$ cat config.mk
export PLATFORM = sky130hd
export DESIGN_NAME = nv_demux2_pipe
export DESIGN_NICKNAME = d
export VERILOG_FILES = /design/src/rtl/nv_demux2_pipe.sv
export SDC_FILE = /design/constraint.sdc
export NUM_CORES = 1
export LEC_CHECK = 0
export BUFFER_PORTS_ARGS = -buffer_cell sky130_fd_sc_hd__buf_2
export CORE_MARGIN = 8
export CORE_UTILIZATION = 51
export CTS_CLUSTER_SIZE = 40
export DETAILED_ROUTE_END_ITERATION = 8
export PLACE_DENSITY = 0.8
export REMOVE_ABC_BUFFERS = 1
export SYNTH_ARGS = -nofsm -noshare
export SYNTH_HDL_FRONTEND = slang
export SYNTH_SLANG_ARGS = --single-unit
$ cat constraint.sdc
create_clock -name nvdla_core_clk -period 4.1 [get_ports nvdla_core_clk]
set_clock_uncertainty 0.1 [all_clocks]
set_input_delay 0.82 -clock nvdla_core_clk [delete_from_list [all_inputs] [get_ports nvdla_core_clk]]
set_output_delay 0.82 -clock nvdla_core_clk [all_outputs]
set_load 0.01 [all_outputs]
$ cat src/rtl/nv_demux2_pipe.sv
`default_nettype none
// ============================================================================
//  Module   : nv_demux2_pipe
//  Function : 1-to-2 valid/ready stream demultiplexer with packet-locked
//             routing, one registered pipe stage per output and per-output
//             saturating beat counters.
//  Revision : 1.0  initial release
// ============================================================================
module nv_demux2_pipe #(
  parameter int DW    = 32,
  parameter int CNT_W = 16
) (
  input  logic             nvdla_core_clk,
  input  logic             nvdla_core_rst,
  input  logic             in_pvld,
  output logic             in_prdy,
  input  logic [DW-1:0]    in_pd,
  input  logic             in_last,
  input  logic             in_sel,
  output logic             out0_pvld,
  input  logic             out0_prdy,
  output logic [DW-1:0]    out0_pd,
  output logic             out0_last,
  output logic             out1_pvld,
  input  logic             out1_prdy,
  output logic [DW-1:0]    out1_pd,
  output logic             out1_last,
  input  logic             cnt_clr,
  output logic [CNT_W-1:0] out0_cnt,
  output logic [CNT_W-1:0] out1_cnt
);

  localparam logic [CNT_W-1:0] c_CNT_MAX = '1;
  localparam logic [CNT_W-1:0] c_CNT_ONE = CNT_W'(1);

  typedef enum logic [0:0] {
    ST_IDLE = 1'b0,
    ST_BUSY = 1'b1
  } state_t;

  state_t           state_q, state_d;
  logic             lock_sel_q, lock_sel_d;

  logic             w_tgt;
  logic             w_accept;
  logic [1:0]       w_rdy;
  logic [1:0]       w_pvld;
  logic [1:0]       w_last;
  logic [DW-1:0]    w_pd  [2];
  logic [CNT_W-1:0] w_cnt [2];

  assign w_rdy = {out1_prdy, out0_prdy};

  // Target selection and input acceptance; only the target stage can stall the input.
  always_comb begin
    w_tgt    = (state_q == ST_BUSY) ? lock_sel_q : in_sel;
    in_prdy  = !w_pvld[w_tgt] || w_rdy[w_tgt];
    w_accept = in_pvld && in_prdy;
  end

  // Packet lock: a non-last first beat locks the route until the last beat passes.
  always_comb begin
    state_d    = state_q;
    lock_sel_d = lock_sel_q;
    case (state_q)
      ST_IDLE: begin
        if (w_accept && !in_last) begin
          state_d    = ST_BUSY;
          lock_sel_d = in_sel;
        end
      end
      ST_BUSY: begin
        if (w_accept && in_last) begin
          state_d = ST_IDLE;
        end
      end
      default: begin
        state_d = ST_IDLE;
      end
    endcase
  end

  // Routing state register.
  always_ff @(posedge nvdla_core_clk or posedge nvdla_core_rst) begin
    if (nvdla_core_rst) begin
      state_q    <= ST_IDLE;
      lock_sel_q <= 1'b0;
    end else begin
      state_q    <= state_d;
      lock_sel_q <= lock_sel_d;
    end
  end

  genvar g;
  for (g = 0; g < 2; g++) begin : g_out
    logic             pvld_q;
    logic             last_q;
    logic [DW-1:0]    pd_q;
    logic [CNT_W-1:0] cnt_q;
    logic             w_load;
    logic             w_pop;

    assign w_load = w_accept && (w_tgt == 1'(g));
    assign w_pop  = pvld_q && w_rdy[g];

    // Output pipe stage: load wins over pop, data only changes on load.
    always_ff @(posedge nvdla_core_clk or posedge nvdla_core_rst) begin
      if (nvdla_core_rst) begin
        pvld_q <= 1'b0;
        last_q <= 1'b0;
        pd_q   <= '0;
      end else if (w_load) begin
        pvld_q <= 1'b1;
        last_q <= in_last;
        pd_q   <= in_pd;
      end else if (w_pop) begin
        pvld_q <= 1'b0;
      end
    end

    // Delivered-beat counter: clear has priority, increment saturates.
    always_ff @(posedge nvdla_core_clk or posedge nvdla_core_rst) begin
      if (nvdla_core_rst) begin
        cnt_q <= '0;
      end else if (cnt_clr) begin
        cnt_q <= '0;
      end else if (w_pop && (cnt_q != c_CNT_MAX)) begin
        cnt_q <= cnt_q + c_CNT_ONE;
      end
    end

    assign w_pvld[g] = pvld_q;
    assign w_last[g] = last_q;
    assign w_pd[g]   = pd_q;
    assign w_cnt[g]  = cnt_q;
  end

  assign out0_pvld = w_pvld[0];
  assign out0_last = w_last[0];
  assign out0_pd   = w_pd[0];
  assign out0_cnt  = w_cnt[0];
  assign out1_pvld = w_pvld[1];
  assign out1_last = w_last[1];
  assign out1_pd   = w_pd[1];
  assign out1_cnt  = w_cnt[1];

endmodule
`default_nettype wire
==> results.cfg, run 1 <==
[timing]
finalHoldViolations = 0
worstMarginPinSlew_ns = 0.819
fin_crit_sh = 0.642
grt_setup_unrepaired = no
fmax_mhz = 380
timing.slew.headroom = 0.450
setup_violations = 0
final_max_slew_viol_count = 0
tns_ns = 0
min_period_ns = 2.63

[cells_and_area]
final_cell_area_um2 = 5470
nNetsFinal = 539
area_growth_pct = 21.7
final_cell_mix = buf_2 (140), dfrtp_1 (102), mux2_2 (73)
layout_commonest_cell = buf_2
post-route-util = 0.633
layout-drive-gt1-share = 0.480
antennaDiodeCount = 0

[power]
total_power_w = 0.00333
p_per_area_nw_per_um2 = 610
leakage_nw = 2.56
ir_drop_mv = 0.385

[clock_tree]
cts_sinks = 102
clkLatencyLatePin_ns = 0.36
root_buffer = clkbuf_8
cts_buffers = 9
cts_resized = 0
cts_max_level = 3
clk_pin_slew_ns = 0.10
cts_tree = done
clk_path_buf_depth = 2
cts_hold_buffers = 0
cts_setup_buffers = 0

[route]
wire_per_inst_um = 17.6
dr.pass1.iters = 4
routed_wl_um = 10700
vias_per_cell = 5.66
antenna_left = 0
num_vias = 3450
drtIter0Drc = 126
post-route-drc-count = 0

[place]
hpwl_um = 7810
gp_congestion = 0.806
io_buffers = 140
placed_cell_area_um2 = 5290

[synth]
ys_ff_latch = 102
synth_seq_area_share = 0.568
syn-cell-area_um2 = 4490
yosysWarnings = 0
synth_area_leaders = dfrtp_1 (57%), mux2_2 (18%), a21oi_1 (2.7%)
yosysUniqueCellTypes = 39
syn_area_per_cell_um2 = 12.6
synth_cells = 358
synth_top_cell_area_share = 0.568
synth_top_area_cell = dfrtp_1

[worst_hold_path]
hold_depth = 1
hp-class = reg2reg

[die]
fp.dieH_um = 110
chipWidth_um = 110
num_rows = 34
dieArea_um2 = 12100
core_um2 = 8640
start_util = 0.520
io-pin-count = 141

[setup_path]
criticalPathCategory = in2out
r2r_cells = 5
crit_required_ns = 3.18
startpoint_type = primary input
cp_max_fo = 3
crit_path_end_kind = output port
cp.arrival_ns = 1.71

[run]
drv_cap = 0

[global_route]
antenna_found_initial = 1
track_usage = 0.183
grt_pass1_wl_um = 17500
overflow = 0
first_global_vias = 3509
grt_max_degree = 62

[outcome]
outcome = completed
-- routing by layer --
layer | part of all wire | global-route usage
met1 | 0.40 | 0.215
met2 | 0.46 | 0.283
met4 | 0.013 | 0.0588
met5 | 0.0011 | 0
met3 | 0.12 | 0.0979
-- area by class of cell --
cell class	instances	area [um2]
Fill cell	704	3170
Sequential cell	102	2550
Multi-Input combinational cell	236	1850
Timing Repair Buffer	144	731
Tap cell	108	135
Clock buffer	10	128
Clock inverter	6	55.1
Inverter	4	17.5
-- per-stage QoR --
stage | setup WS, ns | std cells | hold slack, ns
final | 1.47 | 610 | 0.409
after global routing | 1.44 | 610 | 0.422
after CTS | 1.46 | 610 | 0.410
after detailed placement | 1.47 | 594 | 0.387
after global placement | 1.49 | 594 | 0.382
after floorplan | 0.505 | 342 | 0.380
-- state kept, by name, indices dropped and copies added (netlist names), named ones only --
name        count
out0_pd        32
out1_pd        32
out0_cnt       16
out1_cnt       16
lock_sel_q      1
out0_last       1
out0_pvld       1
out1_last       1
out1_pvld       1
-- worst max-delay path: stages --
cell and delay (ns):
buf_2 0.10, mux2i_1 0.25, mux2_2 0.39, buf_2 0.14
-- report_power, final --
| group | internal, W | switching [W] |
|---|---|---|
| Combinational | 0.000605 | 0.000593 |
| Clock | 0.000232 | 0.000361 |
| Sequential | 0.00136 | 0.000183 |
| Total | 0.00220 | 0.00114 |
-- synth_stat cells (all sizes together) --
cell type  instances
o31ai             13
and3               5
o21ai              8
dfrtp            102
o31a               1
nor2              10
and4               2
nand2b             6
nor4               8
buf               10
nand3b             1
and2               2
o2111ai            2
or3                9
o21ba              1
nor2b              3
a211oi             1
ha                 2
clkbuf             6
nand4              9
nand3             12
or4               14
xor2               1
o41ai              1
nand2             19
o211ai             3
mux2i              4
mux2              73
a311oi             1
a21oi             24
or2                1
inv                4
-- logic make-up (layout without fill, tap and decap cells) --
family	Yosys count	count (layout)	synth area share
AND/OR/NAND/NOR	101	101	0.135
adder cells (fa/ha/maj)	2	2	0.00557
multiplexers	77	77	0.192
flip-flops	102	102	0.568
AO/OA/AOI/OAI	55	55	0.0760
XOR/XNOR	1	1	0.00195
buffers and inverters	20	164	0.0214
-- path summary, 6_finish.rpt --
check,start,endpoint,slack [ns]
setup / recovery,in_sel,in_prdy,1.47
hold / removal,out0_pd[15]$_DFFE_PP0P_,out0_pd[15]$_DFFE_PP0P_,0.41
setup reg to reg,out1_cnt[1]$_DFFE_PP0P_,out1_cnt[6]$_DFFE_PP0P_,1.88
hold reg to reg,out0_pd[15]$_DFFE_PP0P_,out0_pd[15]$_DFFE_PP0P_,0.41
max in group asynchronous,nvdla_core_rst,out1_cnt[13]$_DFFE_PP0P_,2.62
min in group asynchronous,nvdla_core_rst,out1_cnt[8]$_DFFE_PP0P_,0.48
No activity file was read; power rests on OpenSTA's default activity.
==> run 2, diff against run 1 <==
--- a/config.mk
+++ b/config.mk
@@ -5,12 +5,13 @@
 export SDC_FILE = /design/constraint.sdc
 export NUM_CORES = 1
 export LEC_CHECK = 0
+export ABC_AREA = 1
 export BUFFER_PORTS_ARGS = -buffer_cell sky130_fd_sc_hd__buf_2
 export CORE_MARGIN = 8
-export CORE_UTILIZATION = 51
+export CORE_UTILIZATION = 47
 export CTS_CLUSTER_SIZE = 40
 export DETAILED_ROUTE_END_ITERATION = 8
-export PLACE_DENSITY = 0.8
+export PLACE_DENSITY = 0.77
 export REMOVE_ABC_BUFFERS = 1
 export SYNTH_ARGS = -nofsm -noshare
 export SYNTH_HDL_FRONTEND = slang
==> constraint.sdc (replaced) <==
create_clock -name nvdla_core_clk -period 2.2 [get_ports nvdla_core_clk]
set_clock_uncertainty 0.1 [all_clocks]
set_input_delay 0.44 -clock nvdla_core_clk [delete_from_list [all_inputs] [get_ports nvdla_core_clk]]
set_output_delay 0.44 -clock nvdla_core_clk [all_outputs]
set_load 0.01 [all_outputs]
==> results.cfg, run 2 <==
[cells_and_area]
layout_commonest_cell = nand2_1
area_growth_pct = 21.9
final_cell_mix = nand2_1 (200), buf_2 (140), dfrtp_1 (102)
post-route-util = 0.590
final_cell_area_um2 = 5740
layout-drive-gt1-share = 0.253
nNetsFinal = 756
antennaDiodeCount = 0

[die]
io-pin-count = 141
core_um2 = 9730
dieArea_um2 = 13500
num_rows = 36
fp.dieH_um = 116
chipWidth_um = 116
start_util = 0.484

[synth]
ys_ff_latch = 102
synth_seq_area_share = 0.542
synth_top_area_cell = dfrtp_1
yosys_most_used_dff = dfrtp_1
yosysWarnings = 0
syn_area_per_cell_um2 = 8.19
syn-cell-area_um2 = 4710
synth_top_cell_area_share = 0.542
synth.most_common_cell = nand2_1
synth_edf_count = 0
synth_cells = 575
yosysUniqueCellTypes = 23
ys_top_cells_by_count = nand2_1 (201), dfrtp_1 (102), inv_1 (58)
synth_area_leaders = dfrtp_1 (54%), nand2_1 (16%), inv_1 (4.6%)
synth-async-reset-ratio = 1.00

[clock_tree]
cts_setup_buffers = 0
cts_sinks = 102
cts_max_level = 3
clk_pin_slew_ns = 0.10
clk_path_buf_depth = 2
cts_resized = 0
cts_buffers = 9
cts_hold_buffers = 0
clkLatencyLatePin_ns = 0.36
cts_tree = done
root_buffer = clkbuf_8

[route]
drtIter0Drc = 240
num_vias = 4285
dr.pass1.iters = 4
vias_per_cell = 5.04
wire_per_inst_um = 14.4
routed_wl_um = 12300
antenna_left = 0
post-route-drc-count = 0

[power]
p_per_area_nw_per_um2 = 1060
ir_drop_mv = 0.658
leakage_nw = 3.18

[setup_path]
cp_max_fo = 17
startpoint_type = flip-flop
cp-startpoint = out1_cnt[0]$_DFFE_PP0P_
r2r_cells = 10
criticalPathCategory = reg2reg
max_stage_delay_ns = 0.44
cpMaxStageDelayCell = dfrtp_1
cp.arrival_ns = 2.17
crit_required_ns = 2.40
crit_path_end_kind = flip-flop
rr_startpoint = out1_cnt[0]$_DFFE_PP0P_
worstPathCellList = ha_1 -> nand3_1 -> inv_2 -> nand2_2 -> nor2_4 -> nor2_4 -> buf_4 -> nor2_8 -> nand2_1 -> nand2_1

[timing]
fin_crit_sh = 0.896
min_period_ns = 1.97
worstMarginPinSlew_ns = 1.03
fmax_mhz = 507
timing.slew.headroom = 0.311
setup_violations = 0
whs_ns = 0.00516
final_max_slew_viol_count = 0
grt_setup_unrepaired = no
finalHoldViolations = 0

[global_route]
track_usage = 0.192
first_global_vias = 4258
overflow = 0
antenna_found_initial = 1
grt_max_degree = 53
grt_pass1_wl_um = 20700

[outcome]
outcome = completed

[place]
gp_congestion = 0.870
placed_cell_area_um2 = 5550
io_buffers = 140
hpwl_um = 9270

[run]
drv_cap = 0

[worst_hold_path]
hp-class = in2async
[run 2: cell count changes in the layout (fill, tap and decap cells not counted), moves of 24 or more]
cell     previous run  this run
nand2_1            19       200
mux2_2             73         0
inv_1               3        57
o21ai_1             0        33
nor2_1             10        37
o21ai_0             8        35
a21oi_1            24         0
[run 2: through the flow]
step | cells | setup TNS, ns | total power, W | worst slack [ns]
6_report | 851 | 0 | 0.00611 | 0.229
5_1_grt | 851 | 0 | 0.00659 | 0.0356
4_1_cts | 851 | 0 | 0.00619 | 0.228
3_5_place_dp | 836 | 0 | 0.00501 | 0.236
3_3_place_gp | 836 | 0 | 0.00490 | 0.317
2_1_floorplan | 554 | -115.72 | 0.00395 | -1.02
[run 2: cells by family after synthesis]
kind of cell | Yosys count | synth area share
adder cells (fa/ha/maj) | 2 | 0.00532
AO/OA/AOI/OAI | 73 | 0.0803
buffers and inverters | 83 | 0.0755
AND/OR/NAND/NOR | 308 | 0.284
flip-flops | 102 | 0.542
XOR/XNOR | 7 | 0.0130
[run 2: worst max-delay path: cells and delay by family, from the launching register on]
| kind | cells | cell delay, ns |
|---|---|---|
| fa+ha+maj | 1 | 0.25 |
| flops | 1 | 0.44 |
| buf+inv | 2 | 0.33 |
| simple gates | 7 | 0.79 |
[run 2: power breakdown]
part	total [W]	internal, W	switching, W
registers	0.00285	0.00249	0.000364
logic	0.00208	0.000808	0.00128
clock network	0.00117	0.000525	0.000643
total	0.00611	0.00382	0.00228
[run 2: final timing paths]
check,slack (ns),end
max,0.23,out1_cnt[12]$_DFFE_PP0P_
min,0.005,out1_pd[28]$_DFFE_PP0P_
max reg2reg,0.23,out1_cnt[12]$_DFFE_PP0P_
min reg2reg,0.38,lock_sel_q$_DFFE_PP0P_
max in group asynchronous,1.32,out1_pd[15]$_DFFE_PP0P_
min in group nvdla_core_clk,0.21,out1_pd[20]$_DFFE_PP0P_
[run 2: routing by layer]
| metal | up-vias | share of wire | track usage |
|---|---|---|---|
| met5 | - | 0.00065 | 0 |
| met2 | 148 | 0.47 | 0.308 |
| met4 | 2 | 0.011 | 0.0510 |
| met3 | 16 | 0.098 | 0.0761 |
| met1 | 2021 | 0.42 | 0.237 |
| li1 | 2098 | - | - |
[run 2: layout make-up]
class | instances | area, um2
Sequential cell | 102 | 2550
Clock buffer | 10 | 128
Multi-Input combinational cell | 390 | 1800
Tap cell | 133 | 166
Fill cell | 905 | 3990
Timing Repair Buffer | 149 | 793
Clock inverter | 5 | 60.1
Inverter | 62 | 235
